## config.mk

```make
export PLATFORM = sky130hd
export DESIGN_NAME = imem_loadable
export DESIGN_NICKNAME = d
export VERILOG_FILES = /design/src/rtl/imem_pkg.sv /design/src/rtl/imem_load_fsm.sv /design/src/rtl/imem_loadable.sv
export SDC_FILE = /design/constraint.sdc
export NUM_CORES = 1
export LEC_CHECK = 0
export CAP_MARGIN = 0
export CORE_MARGIN = 2
export CORE_UTILIZATION = 56
export CTS_BUF_LIST = sky130_fd_sc_hd__clkbuf_2
export DETAILED_ROUTE_END_ITERATION = 16
export GPL_TIMING_DRIVEN = 1
export HOLD_SLACK_MARGIN = 0.12
export PLACE_DENSITY = 0.76
export SYNTH_ARGS = -nofsm -noshare
export SYNTH_HDL_FRONTEND = slang
export SYNTH_SLANG_ARGS = --single-unit
```

## constraint.sdc

```tcl
create_clock -name clk -period 3.5 [get_ports clk]
set_clock_uncertainty 0.2 [all_clocks]
set_input_delay 0.525 -clock clk [delete_from_list [all_inputs] [get_ports clk]]
set_output_delay 0.525 -clock clk [all_outputs]
set_load 0.05 [all_outputs]
```

## src/rtl/imem_pkg.sv

```systemverilog
// Shared types for the loadable instruction memory: load FSM state encoding
// and the parity helper used when IMEM_PARITY_EN is defined.
package imem_pkg;

  typedef enum logic [1:0] {
    LD_IDLE = 2'd0,
    LD_LOAD = 2'd1,
    LD_DONE = 2'd2
  } load_state_e;

  localparam int PAR_MAX_W = 256;

  // Reduction XOR; callers zero-extend narrower words, which leaves the result unchanged.
  function automatic logic imem_parity(input logic [PAR_MAX_W-1:0] w);
    return ^w;
  endfunction

endpackage

```

## src/rtl/imem_load_fsm.sv

```systemverilog
// Program-load sequencer: accepts a (base, len) request and walks a wrapping
// write pointer across the array, one word per load_valid & load_ready beat.
module imem_load_fsm
  import imem_pkg::*;
#(
  parameter  int DEPTH = 16,
  localparam int AW    = $clog2(DEPTH)
) (
  input  logic          clk_i,
  input  logic          rst_ni,
  input  logic          load_start_i,
  input  logic [AW-1:0] load_base_i,
  input  logic [AW:0]   load_len_i,
  input  logic          load_valid_i,
  output logic          load_ready_o,
  output logic          load_done_o,
  output logic          fetch_busy_o,
  output logic          we_o,
  output logic [AW-1:0] waddr_o
);

  localparam logic [AW:0]   DEPTH_L = (AW+1)'(DEPTH);
  localparam logic [AW-1:0] LAST_IX = AW'(DEPTH - 1);

  load_state_e   state_q, state_d;
  logic [AW-1:0] ptr_q, ptr_d;
  logic [AW:0]   cnt_q, cnt_d;
  logic [AW:0]   len_clamped;

  assign len_clamped = (load_len_i > DEPTH_L) ? DEPTH_L : load_len_i;

  always_comb begin
    state_d = state_q;
    ptr_d   = ptr_q;
    cnt_d   = cnt_q;
    unique case (state_q)
      LD_IDLE: begin
        if (load_start_i) begin
          if (len_clamped == '0) begin
            state_d = LD_DONE;
          end else begin
            state_d = LD_LOAD;
            ptr_d   = load_base_i;
            cnt_d   = len_clamped;
          end
        end
      end
      LD_LOAD: begin
        if (load_valid_i) begin
          ptr_d = (ptr_q == LAST_IX) ? '0 : ptr_q + AW'(1);
          cnt_d = cnt_q - (AW+1)'(1);
          if (cnt_q == (AW+1)'(1)) begin
            state_d = LD_DONE;
          end
        end
      end
      LD_DONE: state_d = LD_IDLE;
      default: state_d = LD_IDLE;
    endcase
  end

  always_ff @(posedge clk_i or negedge rst_ni) begin
    if (!rst_ni) begin
      state_q <= LD_IDLE;
    end else begin
      state_q <= state_d;
    end
  end

  // Pointer and count are only meaningful in LOAD, so they carry no reset.
  always_ff @(posedge clk_i) begin
    ptr_q <= ptr_d;
    cnt_q <= cnt_d;
  end

  assign load_ready_o = (state_q == LD_LOAD);
  assign load_done_o  = (state_q == LD_DONE);
  assign fetch_busy_o = (state_q != LD_IDLE);
  assign we_o         = (state_q == LD_LOAD) && load_valid_i;
  assign waddr_o      = ptr_q;

endmodule

```

## src/rtl/imem_loadable.sv

```systemverilog
// Instruction memory with a registered 1-cycle fetch port, fault detection and
// a handshaked reload port. Define IMEM_PARITY_EN to store and check even parity per word.
module imem_loadable
  import imem_pkg::*;
#(
  parameter  int              WIDTH     = 32,
  parameter  int              DEPTH     = 16,
  parameter  int              PC_W      = 32,
  parameter  int              ADDR_LSB  = 2,
  parameter  logic [WIDTH-1:0] NOP_WORD = '0,
  parameter  string           INIT_FILE = "",
  localparam int              AW        = $clog2(DEPTH)
) (
  input  logic             clk,
  input  logic             reset,
  input  logic             fetch_req,
  input  logic [PC_W-1:0]  fetch_pc,
  output logic             fetch_busy,
  output logic             ir_valid,
  output logic [WIDTH-1:0] ir,
  output logic             ir_fault,
  input  logic             load_start,
  input  logic [AW-1:0]    load_base,
  input  logic [AW:0]      load_len,
  input  logic             load_valid,
  input  logic [WIDTH-1:0] load_data,
  output logic             load_ready,
  output logic             load_done
`ifdef IMEM_PARITY_EN
  ,
  output logic             ir_parity_err
`endif
);

`ifdef IMEM_PARITY_EN
  localparam int MEM_W = WIDTH + 1;
`else
  localparam int MEM_W = WIDTH;
`endif

  localparam logic [PC_W-1:0] ALIGN_MASK = (PC_W'(1) << ADDR_LSB) - PC_W'(1);
  localparam logic [PC_W-1:0] DEPTH_PC   = PC_W'(DEPTH);
  localparam logic [AW:0]     DEPTH_L    = (AW+1)'(DEPTH);

  logic [MEM_W-1:0] mem_q [DEPTH];

  logic             we;
  logic [AW-1:0]    waddr;
  logic [MEM_W-1:0] wdata;

  imem_load_fsm #(
    .DEPTH (DEPTH)
  ) u_load_fsm (
    .clk_i        (clk),
    .rst_ni       (reset),
    .load_start_i (load_start),
    .load_base_i  (load_base),
    .load_len_i   (load_len),
    .load_valid_i (load_valid),
    .load_ready_o (load_ready),
    .load_done_o  (load_done),
    .fetch_busy_o (fetch_busy),
    .we_o         (we),
    .waddr_o      (waddr)
  );

`ifdef IMEM_PARITY_EN
  assign wdata = {imem_parity(PAR_MAX_W'(load_data)), load_data};
`else
  assign wdata = load_data;
`endif

  // A base index beyond DEPTH (non power-of-two depths) must not write outside the array.
  always_ff @(posedge clk) begin
    if (we && ((AW+1)'(waddr) < DEPTH_L)) begin
      mem_q[waddr] <= wdata;
    end
  end

  logic             misaligned, out_of_range, fault, accept;
  logic [AW-1:0]    fidx;
  logic [MEM_W-1:0] rd_word;

  assign misaligned   = |(fetch_pc & ALIGN_MASK);
  assign out_of_range = (fetch_pc >> ADDR_LSB) >= DEPTH_PC;
  assign fault        = misaligned || out_of_range;
  assign accept       = fetch_req && !fetch_busy;
  assign fidx         = fetch_pc[ADDR_LSB +: AW];
  assign rd_word      = mem_q[fidx];

  logic             ir_valid_q, ir_valid_d;
  logic             ir_fault_q, ir_fault_d;
  logic [WIDTH-1:0] ir_q, ir_d;
`ifdef IMEM_PARITY_EN
  logic             perr_q, perr_d;
`endif

  always_comb begin
    ir_valid_d = accept;
    ir_fault_d = ir_fault_q;
    ir_d       = ir_q;
`ifdef IMEM_PARITY_EN
    perr_d     = perr_q;
`endif
    if (accept) begin
      ir_fault_d = fault;
      ir_d       = fault ? NOP_WORD : rd_word[WIDTH-1:0];
`ifdef IMEM_PARITY_EN
      perr_d     = !fault && imem_parity(PAR_MAX_W'(rd_word));
`endif
    end
  end

  always_ff @(posedge clk or negedge reset) begin
    if (!reset) begin
      ir_valid_q <= 1'b0;
      ir_fault_q <= 1'b0;
      ir_q       <= NOP_WORD;
`ifdef IMEM_PARITY_EN
      perr_q     <= 1'b0;
`endif
    end else begin
      ir_valid_q <= ir_valid_d;
      ir_fault_q <= ir_fault_d;
      ir_q       <= ir_d;
`ifdef IMEM_PARITY_EN
      perr_q     <= perr_d;
`endif
    end
  end

  assign ir_valid = ir_valid_q;
  assign ir_fault = ir_fault_q;
  assign ir       = ir_q;
`ifdef IMEM_PARITY_EN
  assign ir_parity_err = perr_q;
`endif

endmodule

```

After elaboration in Yosys (flattened, before gate mapping)
Memories as Yosys holds them, arrays and structs flattened. Cells that the tools add are included.

Memories: 1. Word-level logic and storage cells: 48. Output and inout bits: 37. Register bits: 45. Memory bits (writable): 512. Input bits: 78.

Memory list: mem_q (words 16, width 32, read ports 1, clocked after memory_dff 0, write ports 1, line imem_loadable.sv:45) `logic [MEM_W-1:0] mem_q [DEPTH];`.

Magnitude comparators: 2. Reductions and logical operators: 11. Add/sub/neg operators: 2. Mux-type cells: 18. Equal/unequal tests: 8.

Operators with widths (count): $mux 32 (1); $ge 30x5->1 const B (1); $mux 5 (4); $mux 4 (4); $pmux 5 s2 (1); $mux 2 (4); $pmux 4 s2 (1); $ne 2x2->1 const B (3); $eq 5x1->1 const B (1); $gt 5x5->1 const B (1); $logic_not 5->1 (1); $sub 5x1->5 const B (1); $add 4x1->4 const B (1); $eq 4x4->1 const B (1); $pmux 2 s2 (1); $reduce_and 4->1 (1); $reduce_bool 2->1 (2); $reduce_and 3->1 (1); $eq 2x1->1 const B (1); $eq 2x2->1 const B (1); $logic_and 1x1->1 (2); $logic_not 2->1 (1); $mux 1 (2); $ne 2x1->1 const B (1); other kinds (3) (3).

Depth between registers and ports, before layout
Gate-level depths: netlist of the first run.

Depth in word-level cells: 6. Gate-level depth with buffers: 7. Mapped depth without buffers: 6.

Cells and area by module
From an unflattened synthesis of the first run, not the netlist that was laid out.

Cells, all modules: 1205. Area total of the unflattened synthesis: 21882.2 µm².

By module, submodules not included: imem_loadable (seq. area each 16225.6 µm², instances 1, area each 21222.9 µm², cells each 1142); imem_load_fsm (seq. area each 320.3 µm², instances 1, area each 659.4 µm², cells each 63).

Worst setup path before layout of the first run
Ideal clock, no wire load.

Path kind: register to register. From: register u_load_fsm.state_q[1]. To: memory mem_q[0][0] (netlist name) (enable). Library setup time: 461 ps. Clock period less this slack: 4223 ps. Arrival: 3562 ps. Required time: 2839 ps. Buffers on the path: 1. Stages on the path, launching flop included: 6. Path slack: -723 ps. Cells stage by stage: dfrtp_1 > nand2b_1 > clkbuf_1 > inv_1 > nand3_1 > nor3_1.

Cells in the longest elaborated chain, start to end: 4.

RTL lines: start, declared (line imem_load_fsm.sv:25) `load_state_e state_q, state_d;`; start signal, assigned (line imem_load_fsm.sv:66) `state_q <= state_d;`; $eq 2x1->1; via load_ready (line imem_loadable.sv:27) `output logic load_ready,`; $logic_and 1x1->1 (line imem_load_fsm.sv:79) `assign we_o = (state_q == LD_LOAD) && load_valid_i;`; $mux 1 (line imem_loadable.sv:75) `if (we && ((AW+1)'(waddr) < DEPTH_L)) begin`; $mux 1 (implied by the code) (line imem_loadable.sv:76) `mem_q[waddr] <= wdata;`; end, declared (line imem_loadable.sv:45).

The timed path passes the listed nets, and every way through them passes these cells.

Worst setup path in the final report of the first run
From: register u_load_fsm.state_q[1]. To: output load_ready.

Cells in the longest elaborated chain, start to end: 1.

RTL lines: $eq 2x1->1 (line imem_load_fsm.sv:76) `assign load_ready_o = (state_q == LD_LOAD);`; end, declared (line imem_loadable.sv:27).

No other way between the ends.

==> results of run 1 <==
[synth_stat cells, types with 3 or more instances]
cell | n | area share
sky130_fd_sc_hd__buf_1 | 3 | 0.00053
sky130_fd_sc_hd__nor2b_1 | 4 | 0.0012
sky130_fd_sc_hd__inv_1 | 9 | 0.0016
sky130_fd_sc_hd__buf_2 | 13 | 0.0031
sky130_fd_sc_hd__nor2_1 | 21 | 0.0037
sky130_fd_sc_hd__nand3b_1 | 4 | 0.0014
sky130_fd_sc_hd__buf_4 | 9 | 0.0032
sky130_fd_sc_hd__nor3_1 | 5 | 0.0012
sky130_fd_sc_hd__mux4_2 | 128 | 0.14
sky130_fd_sc_hd__xnor2_1 | 3 | 0.0012
sky130_fd_sc_hd__nor4_1 | 7 | 0.0021
sky130_fd_sc_hd__a22oi_1 | 62 | 0.022
sky130_fd_sc_hd__o21ai_0 | 9 | 0.0021
sky130_fd_sc_hd__edfxtp_1 | 521 | 0.74
sky130_fd_sc_hd__dfrtp_1 | 36 | 0.043
sky130_fd_sc_hd__nand2_1 | 44 | 0.0078
sky130_fd_sc_hd__clkbuf_1 | 26 | 0.0046
sky130_fd_sc_hd__a22o_1 | 31 | 0.013
sky130_fd_sc_hd__nand3_1 | 4 | 0.00095
sky130_fd_sc_hd__ha_1 | 6 | 0.0036
[cell type report]
class | instances | share of cell area
Sequential cell | 557 | 0.6674
Tap cell | 511 | 0.02579
Clock inverter | 44 | 0.01398
Clock buffer | 196 | 0.03957
Antenna cell | 3 | 0.0003028
Timing Repair Buffer | 182 | 0.07177
Inverter | 9 | 0.001363
Multi-Input combinational cell | 346 | 0.1798
[how the worst max path moves through the flow]
stage,cells past startpoint,end,slack [ns]
floorplan,5,mem_q[4][0],0.13
global placement,4,mem_q[3][15],0.68
detailed placement,5,ir[7],0.57
CTS,4,load_ready,0.18
global route,4,load_ready,0.09
finish,4,load_ready,0.30
[power by group through the flow]
stage / Combinational (mW) / Clock (mW) / Sequential (mW)
floorplan: 1.02 / 0 / 8.29
global placement: 1.74 / 0 / 8.32
detailed placement: 1.78 / 0 / 8.36
CTS: 1.81 / 4.55 / 8.21
global route: 1.94 / 4.85 / 8.25
finish: 1.79 / 4.42 / 8.20
[cells in the final DEF, fill, tap and decap left out, types with 2 or more instances in the layout]
cell type	synthesis	routed
sky130_fd_sc_hd__a22o_1	31	31
sky130_fd_sc_hd__a22oi_1	62	62
sky130_fd_sc_hd__buf_12	0	6
sky130_fd_sc_hd__buf_4	9	40
sky130_fd_sc_hd__bufinv_16	0	6
sky130_fd_sc_hd__clkbuf_2	0	196
sky130_fd_sc_hd__clkdlybuf4s50_1	0	110
sky130_fd_sc_hd__clkinv_1	0	22
sky130_fd_sc_hd__clkinv_2	0	8
sky130_fd_sc_hd__clkinv_4	0	2
sky130_fd_sc_hd__dfrtp_1	36	36
sky130_fd_sc_hd__diode_2	0	3
sky130_fd_sc_hd__dlygate4sd3_1	0	23
sky130_fd_sc_hd__edfxtp_1	521	521
sky130_fd_sc_hd__ha_1	6	6
sky130_fd_sc_hd__inv_1	9	9
sky130_fd_sc_hd__inv_2	0	5
sky130_fd_sc_hd__mux4_2	128	128
sky130_fd_sc_hd__nand2_1	44	43
sky130_fd_sc_hd__nand2b_1	2	2
sky130_fd_sc_hd__nand3_1	4	4
sky130_fd_sc_hd__nand3b_1	4	4
sky130_fd_sc_hd__nand4_1	2	2
sky130_fd_sc_hd__nor2_1	21	7
sky130_fd_sc_hd__nor2_4	0	14
sky130_fd_sc_hd__nor2b_1	4	2
sky130_fd_sc_hd__nor2b_4	0	2
sky130_fd_sc_hd__nor3_4	0	4
sky130_fd_sc_hd__nor4_1	7	7
sky130_fd_sc_hd__o21ai_0	9	9
sky130_fd_sc_hd__xnor2_1	3	3
[cells by family after synthesis]
logic type | share of synthesized area
xor gates and xnor gates | 0.001660
and+or+nand+nor | 0.02062
muxes | 0.1370
AOI/OAI and AO/OA | 0.04036
adders and majority gates | 0.003556
buffers and inverters | 0.01304
DFF | 0.7837
[critical path, delay by kind of cell, from the launching register on]
family / cells / cell delay [ns]
flops: 1 / 0.44
simple gates: 1 / 0.18
buf+inv: 3 / 0.90
[registers in the layout, summed over array words and instances, names as in the netlist]
signal / cells
u_load_fsm.waddr_o: 4
u_load_fsm.cnt_q: 5
ir_valid: 1
ir: 32
ir_fault: 1
mem_q: 512
u_load_fsm.state_q: 2
[through the flow]
step,util,std cells,setup slack [ns]
after global placement,0.6211,1582,0.6765
after floorplan,-,963,0.1268
after global routing,0.6628,1847,0.08850
after detailed placement,0.6211,1582,0.5704
final,0.6629,1848,0.3037
after CTS,0.6627,1845,0.1806
[timing repair]
item / in CTS / in global routing
hold endpoints to repair: 72 / 0
setup endpoints to repair: 1 / 0
hold buffers: 23 / 0
gates resized for setup: 1 / 0
[layer usage]
| metal | vias to the layer above | part of all wire | track usage |
|---|---|---|---|
| li1 | 4692 | - | - |
| met1 | 5663 | 0.39 | 0.3199 |
| met2 | 505 | 0.51 | 0.3986 |
| met3 | 68 | 0.078 | 0.06013 |
| met4 | 0 | 0.019 | 0.08772 |
| met5 | - | 0 | 0 |
==> metrics list, run 1 <==
- Clock insertion delay at the later pin of the skew report: 1.02 ns
- Data on the critical path arrives at its endpoint at 2.47 ns.
* Number of nets in the finished design: 1,314
- Register bit count reported by yosys: 557
- In this run the vertical extent of the chip is 198.2 um.
- For this run, the register share of the synthesized area comes to 0.7837.
- Crit Reg-Reg Endpoint: mem_q[2][18]
- First-pass GRT wire length: approximately 70 mm
- Commonest register cell after synthesis: sky130_fd_sc_hd__edfxtp_1
- The critical path starts at u_load_fsm.state_q[1].
- Mapped Nets: about 1,000
- Overall die width: 198.2 um
* Share of power burned in combinational logic: 0.124
- The worst setup path is of the register to output port kind.
- Count of unique library cells instantiated by Yosys: 36
- Detail Placement HPWL: 25.56 mm
- Time the final worst path needs with I/O delays and setup: 3.196 ns
- IO Port Bufs: 114
- In this run the core area contains 71 standard-cell rows.
- Post-synthesis cell count: approximately 960
- The floorplan step defined a core boundary enclosing 37,400 um2.
* Number of cells on the worst hold path: 1
* WP data required: 2.77 ns
* Clock transition at the registers of the reported paths: 0.10 ns
- Area of the multi-input gates: 4458 um2
- Switching part of the total: 0.2650
- Walking the worst path, the cells encountered are nand2b_1 -> buf_4 -> inv_1 -> dlygate4sd2_1.
* Count of nets left with antenna violations after detail routing: 0
* Sinks on Clock Net: 557
- Launch instance of the worst min-delay path: load_data[13]
- Cell at the slowest stage of the critical path: sky130_fd_sc_hd__dlygate4sd2_1
- Finished layout cell area: 24,790 um2
* Mean Syn Cell Area: 21.92 um2
- Sw power: 3.821 mW
* Count of final max-slew check failures: 0
- Sort of element at the start of the critical path: register
- Number of detailed-routing iterations run before antenna repair: 5
- For this block, the routed nets add up to 45.52 mm of wire.
- Count of max-cap constraint violations: 0
- Depth of the worst register-to-register path: 6
- The tree is rooted in a sky130_fd_sc_hd__clkbuf_2.
* Post-synthesis instance area: 21,110 um2
- Of the cells placed in the final design, the portion with a size suffix greater than 1 is 0.3111.
* Via count: about 11,000
- CTS HTree Levels: 4
- The longest clock path from root to sink contains 3 buffers.
- The die covers roughly 39,000 um2.
- Number of filler instances in the final layout: 2,438
- In this run the register-to-register setup slack is roughly 0.86 ns.
- After detailed routing, the number of remaining DRC violations is 0.
- Internal power consumption: 10.60 mW
- Setup fix buffers added after clock tree synthesis: 0
- In this run, CTS created clock tree buffers numbering 134.
- Power density over cell area: just under 600 nW/um2
- Routed wire length per instance: 24.63 um
- Hold timing on the final database bottoms out at a slack of 0.2364 ns.
* RSZ-0062 raised after global routing: false
- Routability-driven placement finished with a final weighted congestion of 0.7440.
- For this run, the total global-route usage over all layers was measured as 0.2427.
- The largest single stage delay on the critical path is approximately 0.55 ns.
* Static leakage: 8.409 nW
* Sequential Power Share: 0.569
- Of the total power, the clock network draws 0.307.
- In this run the worst path has a maximum fanout of 18.
- Dividing the detail-routed via count by the number of cells gives 5.913.
* Starting Density: 0.5645
- The completed layout was analyzed and its total power is 14.42 mW.
- Sink of the worst hold path: mem_q[7][13]
- Placed cell areas: 23,230 um2
- Worst reg2reg startpoint: u_load_fsm.state_q[1]
- Number of DRC markers after the initial detailed-route iteration: approximately 1,000
* Worst min-delay path class: primary input to register
- Antenna violations before repair: 2
- Grt ovf: 0
- The synthesized design contains 521 enable-type register cells.
- Final setup violating endpoints: 0
- Total negative setup slack: 0 ns
* Sort of element at the end of the critical path: output port
- Warnings from Yosys: 0
- The via count of the first global-routing pass is 11,590.
* Post-route fraction of the period consumed by the critical path: 0.9132
- The flow ran to the end, and the final reports show no timing, DRC or antenna violations.
- Across the VDD grid, the largest voltage drop is about 360 uV.
* Number of endpoints with negative hold slack in the final report: 0
* FMAX: 0.3129 GHz
- Worst slew margin: 0.2673
- I/O pin cnt: 115
- Total area of sequential cells: 16,550 um2
- For this run, asynchronously set or reset flops after synthesis account for 0.06463.
- TritonCTS clock tree: done
- From synthesis to final layout, the design area changed by 17.43%.
* Largest net degree at the start of global routing: 39
- For the pin with the worst max-slew slack, the measured transition is 1.096 ns.
No activity file was read; power rests on OpenSTA's default activity.
==> inputs of run 2 (changes only) <==
CORE_ASPECT_RATIO = 0.75   (was default)
PLACE_DENSITY = default   (was 0.76)
PLACE_DENSITY_LB_ADDON = 0.08   (was default)
==> run 2 against run 1 <==
  * Sequential power is essentially flat
  * Global-route usage shrank 0.39 points
  * Critical path depth shrank 2
  * Design area grew 0.32%
  * Fmax is essentially flat
  * Utilization grew 0.76 points
  * Register-to-register slack gained 0.22 ns
  * Clock power shrank 4%
  * Clock-buffer cell count grew 10
  * Highest routed layer is now met5
==> metrics list, run 2 (synthesis results as in run 1) <==
- Number of cells on the worst hold path: 1
- On the worst path, the slowest cell contributes a delay of 0.84 ns.
- Dividing total power by cell area gives a power density of 573.7 nW/um2.
- Final setup violating endpoints: 0
- Worst slew margin: 0.5124
* Highest-count cells in the layout ignoring fill and taps: sky130_fd_sc_hd__edfxtp_1, sky130_fd_sc_hd__clkbuf_2, sky130_fd_sc_hd__mux4_2, sky130_fd_sc_hd__clkdlybuf4s50_1, sky130_fd_sc_hd__a22oi_1
- Count of max-cap constraint violations: 0
- The clock passes through at most 3 buffers.
- Beginning of the critical path: u_load_fsm.state_q[1]
- Sinks on Clock Net: 557
- Clock insertion delay at the later pin of the skew report: 1.01 ns
* CP Data Arrival Time: 2.47 ns
* Cell at the slowest stage of the critical path: sky130_fd_sc_hd__clkdlybuf4s50_1
- Die span in y: 172.2 um
* Overall die width: 228.2 um
- For the worst setup path, the data required time is 2.77 ns.
* Area growth syn-to-layout: 17.80%
* Placed cell areas: 23,280 um2
- Of the available clock period, the critical path in the final layout requires 0.9126.
* Number of nets in the finished design: 1,316
* Die area: 39,280 um2
- Via count: 10,650
- Worst reg2reg startpoint: u_load_fsm.state_q[1]
- In this design, the largest share of critical-path delay is due to buffers and inverters.
* Sort of element at the start of the critical path: register
* Final RePlAce weighted congestion: approximately 0.7
- Share of layout cells above drive strength 1: 0.3075
- The flow ran to the end, and the final reports show no timing, DRC or antenna violations.
- At the placement stage, the worst setup path has a slack of 0.7692 ns.
* Static leakage: 8.432 nW
* Largest register FFs: 512
- The path class of the tightest hold or removal check is primary input to register.
* Antenna violations before repair: 2
* Slack of the critical path: roughly 0.31 ns
- The max-slew violation count came to 0.
- The number of clock buffers added by TritonCTS is around 130.
- IO Port Bufs: 114
- Grt ovf: 0
- Detailed placement finished with a half-perimeter wire length of 23.56 mm.
- TritonCTS clock tree: done
- The number of setup buffers added after CTS is 0.
- Timing would allow up to about 0.31 GHz.
* Count of cell instances traversed by the critical path: 2
- Time the final worst path needs with I/O delays and setup: approximately 3.2 ns
* Largest fanout of any net on the critical path: 6
- Entering global routing, the biggest net connects 57 pins.
- Sort of element at the end of the critical path: output port
* Register bank with the most flops: mem_q
- Via count of the first global-routing pass: 11,330
- The initialized floorplan defines 61 standard-cell rows.
* Minimum hold slack: 0.2315 ns
- Cells traversed along the worst timing path: nor2b_1 -> clkdlybuf4s50_1
* Routed wire length per instance: 24.27 um
- Setup repair after global routing left no endpoint under its margin.
- For this block, the routed nets add up to 44.78 mm of wire.
- Clock tree root driver cell: sky130_fd_sc_hd__clkbuf_2
- Ratio of routed vias to standard cells: 5.773
- Transition time at the pin with the least slew margin: 0.7287 ns
- In the routed design, unresolved DRC markers number 0.
- Leading cell type in the layout, fill and taps excluded: sky130_fd_sc_hd__edfxtp_1
- Classification of the worst setup path: register to output port
- Core Box Area: approximately 37,000 um2
- Finished layout cell area: 24,870 um2
- For the final routed database, the setup TNS stands at 0 ns.
- The count of nets left with antenna violations once routing finished came out at 0.
- For this run, the detailed router's first-pass iteration total came to 5.
* Launch instance of the worst min-delay path: load_data[6]
- The detailed router finished its first iteration with 1,080 violations.
* I/O pin cnt: 115
- The count of final hold-check violations was 0.
- The worst register-to-register path has a depth of 5.
* First-pass GRT wire length: 67.95 mm
- Highest ir drop seen on vdd: 538.4 uV
* Tot GR Track Use: 0.2388
- For this configuration, the core starts out at a cell density of 0.5691.
- Overall power consumption after layout is estimated at 14.27 mW.
- After clock tree synthesis, the clock-pin slew on the worst setup and hold paths is 0.11 ns.
* CTS HTree Levels: 4
- Buffers & Inverters on Critical Path: 1
[run 2: layer usage]
metal,GRT usage,wire [um]
met1,0.3437,20000
met2,0.3773,21480
met3,0.05376,2911
met4,0.06564,373
met5,0,11
[run 2: through the flow]
stage | instances | util
2_1_floorplan | 963 | -
3_3_place_gp | 1570 | 0.6277
3_5_place_dp | 1570 | 0.6277
4_1_cts | 1844 | 0.6703
5_1_grt | 1845 | 0.6705
6_report | 1845 | 0.6705
[run 2: power breakdown]
part	switching, mW	total [mW]	internal, mW
Sequential	0.200	8.19	7.99
Clock	2.45	4.23	1.78
Combinational	1.16	1.85	0.687
[run 2: final timing paths]
kind / slack (ns) / to
max in group asynchronous: 2.29 / ir[16]
worst min-delay path: 0.23 / mem_q[8][6]
worst min register to register: 0.32 / ir_fault
min in group asynchronous: 0.49 / ir[14]
worst max register to register: 1.08 / mem_q[6][18]
worst max-delay path: 0.31 / load_done
[run 2: layout make-up]
cell class / instances / area [um2]
Antenna cell: 1 / 2.502
Fill cell: 2588 / 12220
Tap cell: 504 / 630.6
Inverter: 9 / 33.78
Timing Repair Buffer: 186 / 1946
Multi-Input combinational cell: 346 / 4459
Clock buffer: 206 / 1031
Sequential cell: 557 / 16550
Clock inverter: 36 / 221.5
[run 2: timing repair]
action	CTS	global route
endpoints found under the setup margin	0	1
endpoints found under the hold margin	120	0
hold buffers	32	0
resized for setup	0	1
==> inputs of run 3 (changes only) <==
CORE_MARGIN = 3   (was 2)
==> run 3 against run 2 <==
  * Global-route usage down 0.29 points
  * Critical path depth up 7
  * Combinational power about the same
  * Die area up 2.0%
  * Non-clock buffer count up 1
  * Cell count down 0.65%
  * Clock power down 5.4%
  * Flip-flop and latch count unchanged
  * First-iteration DRC count up 5.1%
  * Setup slack worse by 0.058 ns
  * Largest cell class unchanged
  * Highest routed layer unchanged
==> metrics list, run 3 (synthesis results as in run 1) <==
- Static leakage: 8.388 nW
- Area growth syn-to-layout: 17.39%
- Wirelength, routed: 45.66 mm
- Delay-heaviest family, CP: buffers and inverters
- Sort of element at the start of the critical path: primary input
- The count of final hold-check violations came to 0.
- Sort of element at the end of the critical path: register
- Setup repair after global routing left no endpoint under its margin.
- # DRC: 0
- Clock tree synthesis selected as its root buffer the cell sky130_fd_sc_hd__clkbuf_2.
- Cell repeated most along the worst path: sky130_fd_sc_hd__dlygate4sd3_1
- In the layout the commonest cells are sky130_fd_sc_hd__edfxtp_1, sky130_fd_sc_hd__clkbuf_2, sky130_fd_sc_hd__mux4_2, sky130_fd_sc_hd__clkdlybuf4s50_1, sky130_fd_sc_hd__a22oi_1.
* Die span in y: 174.2 um
- In this design, the stage delay of the slowest critical-path cell is 0.62 ns.
- The via count of the first global-routing pass came to 11,390.
- In this run, the number of DRC markers left after iteration 0 of detailed routing was 1,135.
- The detail route stage leaves a number of antenna-violating nets equal to 0.
- Counting along the longest clock path gives a buffer depth of 3.
- The total overflow left after global routing is 0.
- TritonCTS built the clock tree.
- Total power after layout: 14.06 mW
- In this run the worst path has a maximum fanout of 11.
- In the global route stage, overall resource usage came out at 0.2359.
* Number of nets in the finished design: around 1,300
- Worst min-delay path class: primary input to register
- Clock transition at the registers of the reported paths: 0.11 ns
* Register bank with the most flops: mem_q
- For this configuration, the core starts out at a cell density of 0.5786.
* Count of max-cap constraint violations: 0
- Final setup violating endpoints: 0
* Post-route fraction of the period consumed by the critical path: 0.9292
* Overall die width: 230.2 um
- First-pass GRT wire length: 69.64 mm
- Leaving out fill and tap cells, the most frequent cell in the layout is sky130_fd_sc_hd__edfxtp_1.
- Via count: between 10,000 and 15,000
- The clock net in this run drives a total of 557 sinks.
- Ratio of routed vias to standard cells: 5.946
- Die area: 40,090 um2
- Total CTS buffers: 133
- At the later pin of the worst-skew pair, clock insertion delay measures just over 1 ns.
- Status: complete, no violations
- Detail Placement HPWL: 24.07 mm
* I/O pin cnt: 115
- The worst pin sits at a relative slew slack of 0.5836.
- Largest net degree at the start of global routing: 43
* Cells traversed along the worst timing path: dlygate4sd3_1 -> clkdlybuf4s50_1 -> nor4_1 -> dlygate4sd3_1 -> nand4_1 -> dlygate4sd3_1 -> nor2_4 -> dlygate4sd3_1 -> nor2_1
- At the end of routability-driven placement, the weighted congestion stood at 0.7354.
- Power density over cell area: 567.1 nW/um2
- The number of antenna violations at the first check in global routing came to 2.
- The largest individual stage delay along the critical path comes from the cell sky130_fd_sc_hd__dlygate4sd3_1.
* Time the final worst path needs with I/O delays and setup: between 3 and 4 ns
- In this run the standard cell core region covers between 30,000 and 40,000 um2.
- Input and output buffers added on the ports amount to 114.
- CTS HTree Levels: 4
- After detailed routing, the average wire length per cell comes to 24.91 um.
- For this run, the top clock speed supported by timing is 0.3075 GHz.
- WP data required: between 4 and 5 ns
* Highest ir drop seen on vdd: 519.0 uV
* Share of layout cells above drive strength 1: 0.3061
- CP Data Arrival Time: 3.95 ns
* Count of final max-slew check failures: 0
- Buffers & Inverters on Critical Path: 5
* Transition time at the pin with the least slew margin: 0.6227 ns
- Largest register FFs: 512
- The critical path in this run is classified as primary input to register.
* Standard-cell rows: 60
- Number of detailed-routing iterations run before antenna repair: 5
- Total negative setup slack: 0 ns
==> run 3: what timing repair did <==
action | 4_1_cts | 5_1_grt
buffers inserted | 0 | 0
resized for setup | 1 | 0
endpoints found under the hold margin | 111 | 0
setup endpoints to repair | 1 | 0
hold buffers | 33 | 0
==> run 3: worst paths after layout <==
| kind | from | to | slack, ns | cells past startpoint |
|---|---|---|---|---|
| worst max register to register | u_load_fsm.state_q[0] | ir_fault | 0.62 | 8 |
| worst max-delay path | fetch_pc[31] | ir_fault | 0.25 | 9 |
| worst min register to register | ir[17] | ir[17] | 0.31 | 1 |
| min in group asynchronous | reset | ir[2] | 0.38 | 4 |
| worst min-delay path | fetch_pc[2] | ir[13] | 0.25 | 5 |
| max in group asynchronous | reset | ir[13] | 2.37 | 4 |
==> run 3: per-stage QoR <==
step | instance area, um2 | setup WS [ns] | hold WS [ns] | utilization | instances
3_3_place_gp | 23280 | 0.7794 | 0.2763 | 0.6382 | 1562
5_1_grt | 24780 | 0.04035 | 0.1416 | 0.6793 | 1833
2_1_floorplan | 21130 | 0.1268 | 0.02941 | - | 963
6_report | 24780 | 0.2476 | 0.2458 | 0.6793 | 1833
3_5_place_dp | 23280 | 0.7386 | 0.2850 | 0.6382 | 1562
4_1_cts | 24780 | 0.1505 | 0.1211 | 0.6792 | 1832
==> run 3: worst register-to-register path, delay by kind of cell, from the launching register on <==
| family | cells | cell delay [ns] |
|---|---|---|
| buffers and inverters | 3 | 1.35 |
| and+or+nand+nor | 5 | 0.81 |
| DFF | 1 | 0.45 |
==> run 3: per-layer routing <==
metal,vias up,share of wire,routed length (um),global-route usage
li1,4690,-,-,-
met1,5689,0.44,19920,0.3544
met2,455,0.47,21460,0.3537
met3,63,0.082,3742,0.06111
met4,2,0.011,524,0.05893
met5,-,0.00037,17,0
==> run 3: power by group <==
part | switching (mW) | internal, mW | total (mW)
logic | 1.17 | 0.689 | 1.86
clock network | 2.43 | 1.58 | 4.00
registers | 0.203 | 7.99 | 8.20
==> run 3: layout make-up <==
cell class,instances,area (um2)
clock inverters,26,100.1
diodes,1,2.502
repair buffers,187,1964
inverters,9,33.78
clock buffers,211,1056
multi-input cells,346,4459
fillers,2521,11700
well taps,496,620.6
flip-flops and latches,557,16550
